$ cat config.mk
export PLATFORM = sky130hd
export DESIGN_NAME = hsid_dist_unit
export DESIGN_NICKNAME = d
export VERILOG_FILES = /design/src/rtl/hsid_dist_unit.sv
export SDC_FILE = /design/constraint.sdc
export NUM_CORES = 2
export LEC_CHECK = 0
export ABC_AREA = 0
export CORE_MARGIN = 2
export CORE_UTILIZATION = 60
export DETAILED_ROUTE_END_ITERATION = 6
export HOLD_SLACK_MARGIN = 0.06
export PLACE_DENSITY = 0.79
export SLEW_MARGIN = 20
export SYNTH_ARGS = -nofsm -noshare
export SYNTH_HDL_FRONTEND = slang
export SYNTH_SLANG_ARGS = --single-unit
$ cat constraint.sdc
create_clock -name clk -period 15 [get_ports clk]
set_clock_uncertainty 0.2 [all_clocks]
set_input_delay 3 -clock clk [delete_from_list [all_inputs] [get_ports clk]]
set_output_delay 3 -clock clk [all_outputs]
set_load 0.03 [all_outputs]
$ cat src/rtl/hsid_dist_unit.sv
// hsid_dist_unit
//   Spectral distance engine. Takes pairs of packed pixel and library words,
//   accumulates per-band MSE terms (diff^2) or MAD terms (|diff|) for each
//   vector, and divides the sum by the band count to give the distance. Over
//   a library scan it also tracks the smallest distance and its index.
//   Pipeline: stage 1 |a-b| -> stage 2 accumulate -> restoring divider.
// Ports
//   clk, rst_n           clock, asynchronous active-low reset
//   clear                synchronous flush of datapath, divider and running min
//   mode                 0 = MSE, 1 = MAD (taken from the start beat)
//   hsi_bands            active band count
//   element_*            beat handshake, framing and packed operands
//   vctr_ref             library index (taken from the start beat)
//   mse_value/ref/valid  per-vector distance and its one-cycle strobe
//   min_value/ref/valid  scan minimum and its one-cycle strobe
module hsid_dist_unit #(
  parameter int WORD_WIDTH       = 32,
  parameter int DATA_WIDTH       = 16,
  parameter int DATA_WIDTH_MUL   = 32,
  parameter int DATA_WIDTH_ACC   = 48,
  parameter int HSI_BANDS_MAX    = 128,
  parameter int HSI_LIBRARY_SIZE = 256,
  localparam int REF_W  = $clog2(HSI_LIBRARY_SIZE),
  localparam int BAND_W = $clog2(HSI_BANDS_MAX + 1)
) (
  input  logic                  clk,
  input  logic                  rst_n,
  input  logic                  clear,
  input  logic                  mode,
  input  logic [BAND_W-1:0]     hsi_bands,
  input  logic                  element_valid,
  output logic                  element_ready,
  input  logic                  element_start,
  input  logic                  element_last,
  input  logic                  scan_last,
  input  logic [REF_W-1:0]      vctr_ref,
  input  logic [WORD_WIDTH-1:0] element_a,
  input  logic [WORD_WIDTH-1:0] element_b,
  output logic [WORD_WIDTH-1:0] mse_value,
  output logic [REF_W-1:0]      mse_ref,
  output logic                  mse_valid,
  output logic [WORD_WIDTH-1:0] min_value,
  output logic [REF_W-1:0]      min_ref,
  output logic                  min_valid
);
  localparam int DPW   = WORD_WIDTH / DATA_WIDTH;
  localparam int ACC   = DATA_WIDTH_ACC;
  localparam int IDX_W = 16;
  localparam int CNT_W = $clog2(ACC + 1);

  // framing and stage 1
  logic                             vec_open_q, vec_mode_q;
  logic [IDX_W-1:0]                 beat_idx_q, cur_idx, lane_idx;
  logic [REF_W-1:0]                 vec_ref_q, cur_ref;
  logic                             cur_mode, stall, beat_take;
  logic [DPW-1:0][DATA_WIDTH-1:0]   lane_a, lane_b, lane_diff;
  logic                             s1_valid_q, s1_start_q, s1_last_q, s1_scan_q, s1_mode_q;
  logic [REF_W-1:0]                 s1_ref_q;
  logic [BAND_W-1:0]                s1_bands_q;
  logic [DPW-1:0][DATA_WIDTH-1:0]   s1_diff_q;
  // stage 2
  logic [ACC-1:0]                   term, acc_q, acc_base, acc_next;
  logic [ACC:0]                     acc_sum;
  logic                             acc_sat_q, sat_next, acc_done_q, done_scan_q;
  logic [REF_W-1:0]                 done_ref_q;
  logic [BAND_W-1:0]                done_bands_q;
  // divider and arg-min
  logic                             div_busy_q, div_scan_q, div_load, div_final, rem_ge;
  logic [CNT_W-1:0]                 div_cnt_q;
  logic [ACC-1:0]                   div_quo_q, quo_nx;
  logic [BAND_W-1:0]                div_rem_q, div_den_q, rem_nx;
  logic [BAND_W:0]                  rem_trial, rem_sub;
  logic [REF_W-1:0]                 div_ref_q, cand_ref;
  logic [WORD_WIDTH-1:0]            result, cand_val;
  logic                             rmin_valid_q;
  logic [WORD_WIDTH-1:0]            rmin_value_q, mse_value_q, min_value_q;
  logic [REF_W-1:0]                 rmin_ref_q, mse_ref_q, min_ref_q;
  logic                             mse_valid_q, min_valid_q;

  // A finished sum waiting on a busy divider freezes stages 1-2.
  assign stall         = acc_done_q && div_busy_q;
  assign element_ready = !stall;
  // Beats outside an open vector are dropped; clear wins over a beat.
  assign beat_take = element_valid && !stall && !clear && (element_start || vec_open_q);
  assign cur_idx   = element_start ? '0 : beat_idx_q;
  assign cur_mode  = element_start ? mode : vec_mode_q;
  assign cur_ref   = element_start ? vctr_ref : vec_ref_q;

  always_comb begin
    lane_a    = element_a[DPW*DATA_WIDTH-1:0];
    lane_b    = element_b[DPW*DATA_WIDTH-1:0];
    lane_diff = '0;
    lane_idx  = '0;
    for (int k = 0; k < DPW; k++) begin
      lane_idx     = cur_idx * IDX_W'(DPW) + IDX_W'(k);
      lane_diff[k] = (lane_a[k] > lane_b[k]) ? lane_a[k] - lane_b[k] : lane_b[k] - lane_a[k];
      if (lane_idx >= IDX_W'(hsi_bands)) lane_diff[k] = '0;
    end
  end

  always_ff @(posedge clk or negedge rst_n) begin
    if (!rst_n) begin
      vec_open_q <= 1'b0;
      vec_mode_q <= 1'b0;
      vec_ref_q  <= '0;
      beat_idx_q <= '0;
      s1_valid_q <= 1'b0;
      s1_start_q <= 1'b0;
      s1_last_q  <= 1'b0;
      s1_scan_q  <= 1'b0;
      s1_mode_q  <= 1'b0;
      s1_ref_q   <= '0;
      s1_bands_q <= '0;
      s1_diff_q  <= '0;
    end else if (clear) begin
      vec_open_q <= 1'b0;
      s1_valid_q <= 1'b0;
    end else if (!stall) begin
      s1_valid_q <= beat_take;
      if (beat_take) begin
        vec_open_q <= !element_last;
        vec_mode_q <= cur_mode;
        vec_ref_q  <= cur_ref;
        beat_idx_q <= (cur_idx == '1) ? cur_idx : cur_idx + 1'b1;
        s1_start_q <= element_start;
        s1_last_q  <= element_last;
        s1_scan_q  <= scan_last && element_last;
        s1_mode_q  <= cur_mode;
        s1_ref_q   <= cur_ref;
        s1_bands_q <= hsi_bands;
        s1_diff_q  <= lane_diff;
      end
    end
  end

  always_comb begin
    term = '0;
    for (int k = 0; k < DPW; k++) begin
      if (s1_mode_q) term = term + ACC'(s1_diff_q[k]);
      else term = term + ACC'(DATA_WIDTH_MUL'(s1_diff_q[k]) * DATA_WIDTH_MUL'(s1_diff_q[k]));
    end
  end

  // Saturation is sticky across beats of a vector; a start beat restarts it.
  assign acc_base = s1_start_q ? '0 : acc_q;
  assign acc_sum  = {1'b0, acc_base} + {1'b0, term};
  assign sat_next = (!s1_start_q && acc_sat_q) || acc_sum[ACC];
  assign acc_next = sat_next ? '1 : acc_sum[ACC-1:0];

  always_ff @(posedge clk or negedge rst_n) begin
    if (!rst_n) begin
      acc_q        <= '0;
      acc_sat_q    <= 1'b0;
      acc_done_q   <= 1'b0;
      done_ref_q   <= '0;
      done_scan_q  <= 1'b0;
      done_bands_q <= '0;
    end else if (clear) begin
      acc_q      <= '0;
      acc_sat_q  <= 1'b0;
      acc_done_q <= 1'b0;
    end else if (!stall) begin
      acc_done_q <= s1_valid_q && s1_last_q;
      if (s1_valid_q) begin
        acc_q     <= acc_next;
        acc_sat_q <= sat_next;
      end
      if (s1_valid_q && s1_last_q) begin
        done_ref_q   <= s1_ref_q;
        done_scan_q  <= s1_scan_q;
        done_bands_q <= s1_bands_q;
      end
    end
  end

  // Restoring divide: dividend bits shift out of the top of div_quo_q while
  // quotient bits shift in at the bottom. A zero divisor yields all ones.
  assign div_load  = acc_done_q && !div_busy_q;
  assign div_final = div_busy_q && (div_cnt_q == CNT_W'(1));
  assign rem_trial = {div_rem_q, div_quo_q[ACC-1]};
  assign rem_sub   = rem_trial - {1'b0, div_den_q};
  assign rem_ge    = rem_trial >= {1'b0, div_den_q};
  assign rem_nx    = rem_ge ? rem_sub[BAND_W-1:0] : rem_trial[BAND_W-1:0];
  assign quo_nx    = {div_quo_q[ACC-2:0], rem_ge};
  assign result    = (|(quo_nx >> WORD_WIDTH)) ? '1 : quo_nx[WORD_WIDTH-1:0];
  // Strict compare: ties keep the earlier library vector.
  assign cand_val  = (!rmin_valid_q || result < rmin_value_q) ? result : rmin_value_q;
  assign cand_ref  = (!rmin_valid_q || result < rmin_value_q) ? div_ref_q : rmin_ref_q;

  always_ff @(posedge clk or negedge rst_n) begin
    if (!rst_n) begin
      div_busy_q   <= 1'b0;
      div_cnt_q    <= '0;
      div_quo_q    <= '0;
      div_rem_q    <= '0;
      div_den_q    <= '0;
      div_ref_q    <= '0;
      div_scan_q   <= 1'b0;
      rmin_valid_q <= 1'b0;
      rmin_value_q <= '0;
      rmin_ref_q   <= '0;
      mse_valid_q  <= 1'b0;
      mse_value_q  <= '0;
      mse_ref_q    <= '0;
      min_valid_q  <= 1'b0;
      min_value_q  <= '0;
      min_ref_q    <= '0;
    end else if (clear) begin
      div_busy_q   <= 1'b0;
      rmin_valid_q <= 1'b0;
      mse_valid_q  <= 1'b0;
      min_valid_q  <= 1'b0;
    end else begin
      mse_valid_q <= 1'b0;
      min_valid_q <= 1'b0;
      if (div_load) begin
        div_busy_q <= 1'b1;
        div_cnt_q  <= CNT_W'(ACC);
        div_quo_q  <= acc_q;
        div_rem_q  <= '0;
        div_den_q  <= done_bands_q;
        div_ref_q  <= done_ref_q;
        div_scan_q <= done_scan_q;
      end else if (div_busy_q) begin
        div_quo_q <= quo_nx;
        div_rem_q <= rem_nx;
        div_cnt_q <= div_cnt_q - 1'b1;
        if (div_final) begin
          div_busy_q  <= 1'b0;
          mse_valid_q <= 1'b1;
          mse_value_q <= result;
          mse_ref_q   <= div_ref_q;
          if (div_scan_q) begin
            min_valid_q  <= 1'b1;
            min_value_q  <= cand_val;
            min_ref_q    <= cand_ref;
            rmin_valid_q <= 1'b0;
          end else begin
            rmin_valid_q <= 1'b1;
            rmin_value_q <= cand_val;
            rmin_ref_q   <= cand_ref;
          end
        end
      end
    end
  end

  assign mse_value = mse_value_q;
  assign mse_ref   = mse_ref_q;
  assign mse_valid = mse_valid_q;
  assign min_value = min_value_q;
  assign min_ref   = min_ref_q;
  assign min_valid = min_valid_q;

endmodule

==> flow_summary.json <==
{
  "setup_slack_ns": 1.541,
  "final.fill_count": 4807,
  "avgViaCountPerCell": 5.801,
  "clock.fmax_ghz": 0.07430,
  "critical_path_buf_inv_count": 9,
  "critical_path.max_stage_delay_ns": 0.80,
  "grt_pass1_vias": 28944,
  "maxCapViolCount": 0,
  "layout_common_cells": "675 x inv_1, 407 x nand2_1, 366 x ha_1",
  "core-area_mm2": 0.06047,
  "rsz0062_at_grt": "false",
  "synthArstFlopShare": 1.000,
  "start_util": 0.6072,
  "max-clock-path-buffers": 3,
  "ys_types": 69,
  "crit_slowest_cell": "dfrtp_1",
  "antenna_found_initial": 0,
  "track_usage": 0.2882,
  "cts_sinks": 340,
  "finalCriticalPeriod_ns": 13.46,
  "cts-root-buf": "clkbuf_16",
  "finalWirelength_um": 88610,
  "die_h_um": 251.4,
  "drt_iter0_markers": 2372,
  "pin_count": 171,
  "cp_max_fo": 19,
  "die_x_um": 251.4,
  "start_kind": "register",
  "wl_per_cell_um": 17.98,
  "grt_overflow_total": 0,
  "fin_crit_sh": 0.8973,
  "tightest_slew_ns": 1.094,
  "worstPathArrival_ns": 13.63,
  "cts_resized": 0,
  "ys_seq_elements": 340,
  "drv_slew": 0,
  "yosys_warnings": 0,
  "grt_pass1_wl_um": 147200,
  "fin_tns_setup_ns": 0,
  "synth_edf_count": 0,
  "layout_commonest_cell": "inv_1",
  "worstSetupPathType": "reg -> reg",
  "pre_cts_ws_ns": 1.745,
  "cts_tree": "done",
  "yosysSeqAreaShare": 0.2317,
  "syn_inst": 4042,
  "dieArea_mm2": 0.06319,
  "nets": 4937,
  "clk-insertion-delay-late_ns": 0.55,
  "end_kind": "register",
  "port_buffers": 170,
  "post_cts_buffers": 0,
  "grt_max_degree": 94,
  "cts_buffers": 36,
  "drc": 1,
  "firstDrtPassIters": 7,
  "drive_gt1_frac": 0.05525,
  "finalHoldViolations": 0,
  "vias": 28586,
  "routabilityCongestion": 0.9491,
  "maxSlewHeadroom": 0.2705,
  "dp_hpwl_um": 68460,
  "synth.cell_area_mm2": 0.03672,
  "rows": 90,
  "clkTransAtPathRegs_ns": 0.06,
  "syn_to_final_growth_pct": 9.807,
  "crit_top_cell": "fa_1",
  "setup_viol": 0,
  "hp-class": "reg -> reg",
  "status": "finished with violations",
  "worstPathRequired_ns": 15.17,
  "avgSynthCellArea_um2": 9.084,
  "final_antenna_net_count": 0,
  "violations": "design-rule violations",
  "cts_htree_levels": 2,
  "cpLargestDelayFamily": "adder cells",
  "cts_hold_buf": 0,
  "synth-main-ff-cell": "dfrtp_1",
  "synth_fp_nets": 4860
}
[worst register-to-register path, delay by kind of cell (launching register included)]
family                   cells  cell delay [ns]
buffers and inverters        9             0.73
XOR/XNOR                     2             0.35
AND/OR/NAND/NOR              9             1.37
flip-flops                   1             0.80
AO/OA/AOI/OAI               16             3.82
adder cells (fa/ha/maj)     13             6.03
[state kept, by name (all words and copies together), names as in the netlist, 6 cells and up]
name,flops
mse_ref,8
s1_bands_q,8
s1_ref_q,8
beat_idx_q,16
acc_q,48
min_value,32
rmin_value_q,32
div_den_q,8
div_rem_q,8
s1_diff_q,32
min_ref,8
done_ref_q,8
div_quo_q,48
mse_value,32
done_bands_q,8
div_cnt_q,6
rmin_ref_q,8
div_ref_q,8
[cells in the mapped netlist, drive strengths merged (6+ instances only)]
| master | n | area (um^2) |
|---|---|---|
| or2 | 42 | 262.8 |
| dfrtp | 340 | 8508 |
| o21bai | 24 | 180.2 |
| a31oi | 27 | 168.9 |
| a21boi | 10 | 75.07 |
| and3 | 19 | 118.9 |
| fa | 364 | 7287 |
| nor2 | 171 | 641.9 |
| a21oi | 161 | 805.8 |
| nor3 | 24 | 120.1 |
| nor2b | 68 | 425.4 |
| xnor2 | 75 | 656.9 |
| inv | 675 | 2534 |
| ha | 366 | 4579 |
| or3 | 10 | 62.56 |
| mux2i | 66 | 660.6 |
| buf | 16 | 72.57 |
| nand2b | 20 | 125.1 |
| o22ai | 9 | 56.30 |
| o21a | 14 | 105.1 |
| a2111oi | 7 | 80.08 |
| nand3 | 56 | 280.3 |
| a21o | 111 | 833.3 |
| o31a | 6 | 52.55 |
| and2 | 128 | 800.8 |
| a211o | 7 | 61.31 |
| a22oi | 49 | 367.9 |
| mux2 | 116 | 1306 |
| nor4 | 11 | 68.82 |
| a221o | 37 | 370.4 |
| clkbuf | 150 | 563.0 |
| nand2 | 409 | 1535 |
| nand4 | 28 | 175.2 |
| a211oi | 14 | 105.1 |
| xor2 | 74 | 648.1 |
| o21ai | 243 | 1216 |
| o211ai | 13 | 97.59 |
[layer usage]
layer,track usage,up-vias,wire length [um]
met5,0,-,0
met4,0.07721,0,2158
met3,0.04173,156,6347
met2,0.4676,938,41150
met1,0.4073,14053,38960
li1,-,13439,-
[per-stage QoR]
stage | hold slack (ns) | utilization | instances | area (um^2)
2_1_floorplan | 0.2331 | - | 4042 | 36720
3_3_place_gp | 0.2421 | 0.6463 | 4863 | 39080
3_5_place_dp | 0.2459 | 0.6463 | 4863 | 39080
4_1_cts | 0.2605 | 0.6667 | 4927 | 40310
5_1_grt | 0.2832 | 0.6667 | 4927 | 40320
6_report | 0.2580 | 0.6668 | 4928 | 40320
[final timing paths]
path,from,slack [ns],depth (start not counted),to
min in group asynchronous,rst_n,2.26,1,min_value[14]
hold reg to reg,done_ref_q[3],0.26,2,div_ref_q[3]
setup / recovery,s1_diff_q[9],1.54,49,acc_q[12]
hold / removal,done_ref_q[3],0.26,2,div_ref_q[3]
max in group asynchronous,rst_n,9.36,4,div_den_q[7]
setup reg to reg,s1_diff_q[9],1.54,49,acc_q[12]
[logic make-up after synthesis]
| kind of cell | Yosys count | synth area share |
|---|---|---|
| multiplexers | 182 | 0.05357 |
| adder cells (fa/ha/maj) | 730 | 0.3232 |
| flip-flops | 340 | 0.2317 |
| AO/OA/AOI/OAI | 791 | 0.1389 |
| XOR/XNOR | 149 | 0.03554 |
| AND/OR/NAND/NOR | 1008 | 0.1307 |
| buffers and inverters | 842 | 0.08641 |
[area by class of cell]
class,count,area [um^2],share of cell area
clock inverter,18,244.0,0.006051
inverter,676,2537,0.06293
antenna,1,2.502,0.00006206
multi-input combinational,2860,25100,0.6224
sequential,340,8509,0.2110
clock buffer,46,988.4,0.02452
timing repair buffer,205,1964,0.04872
tap,782,978.4,0.02427
Power is not shown: default switching activity piles up to over one toggle a cycle in this logic, so the estimate is an artifact.
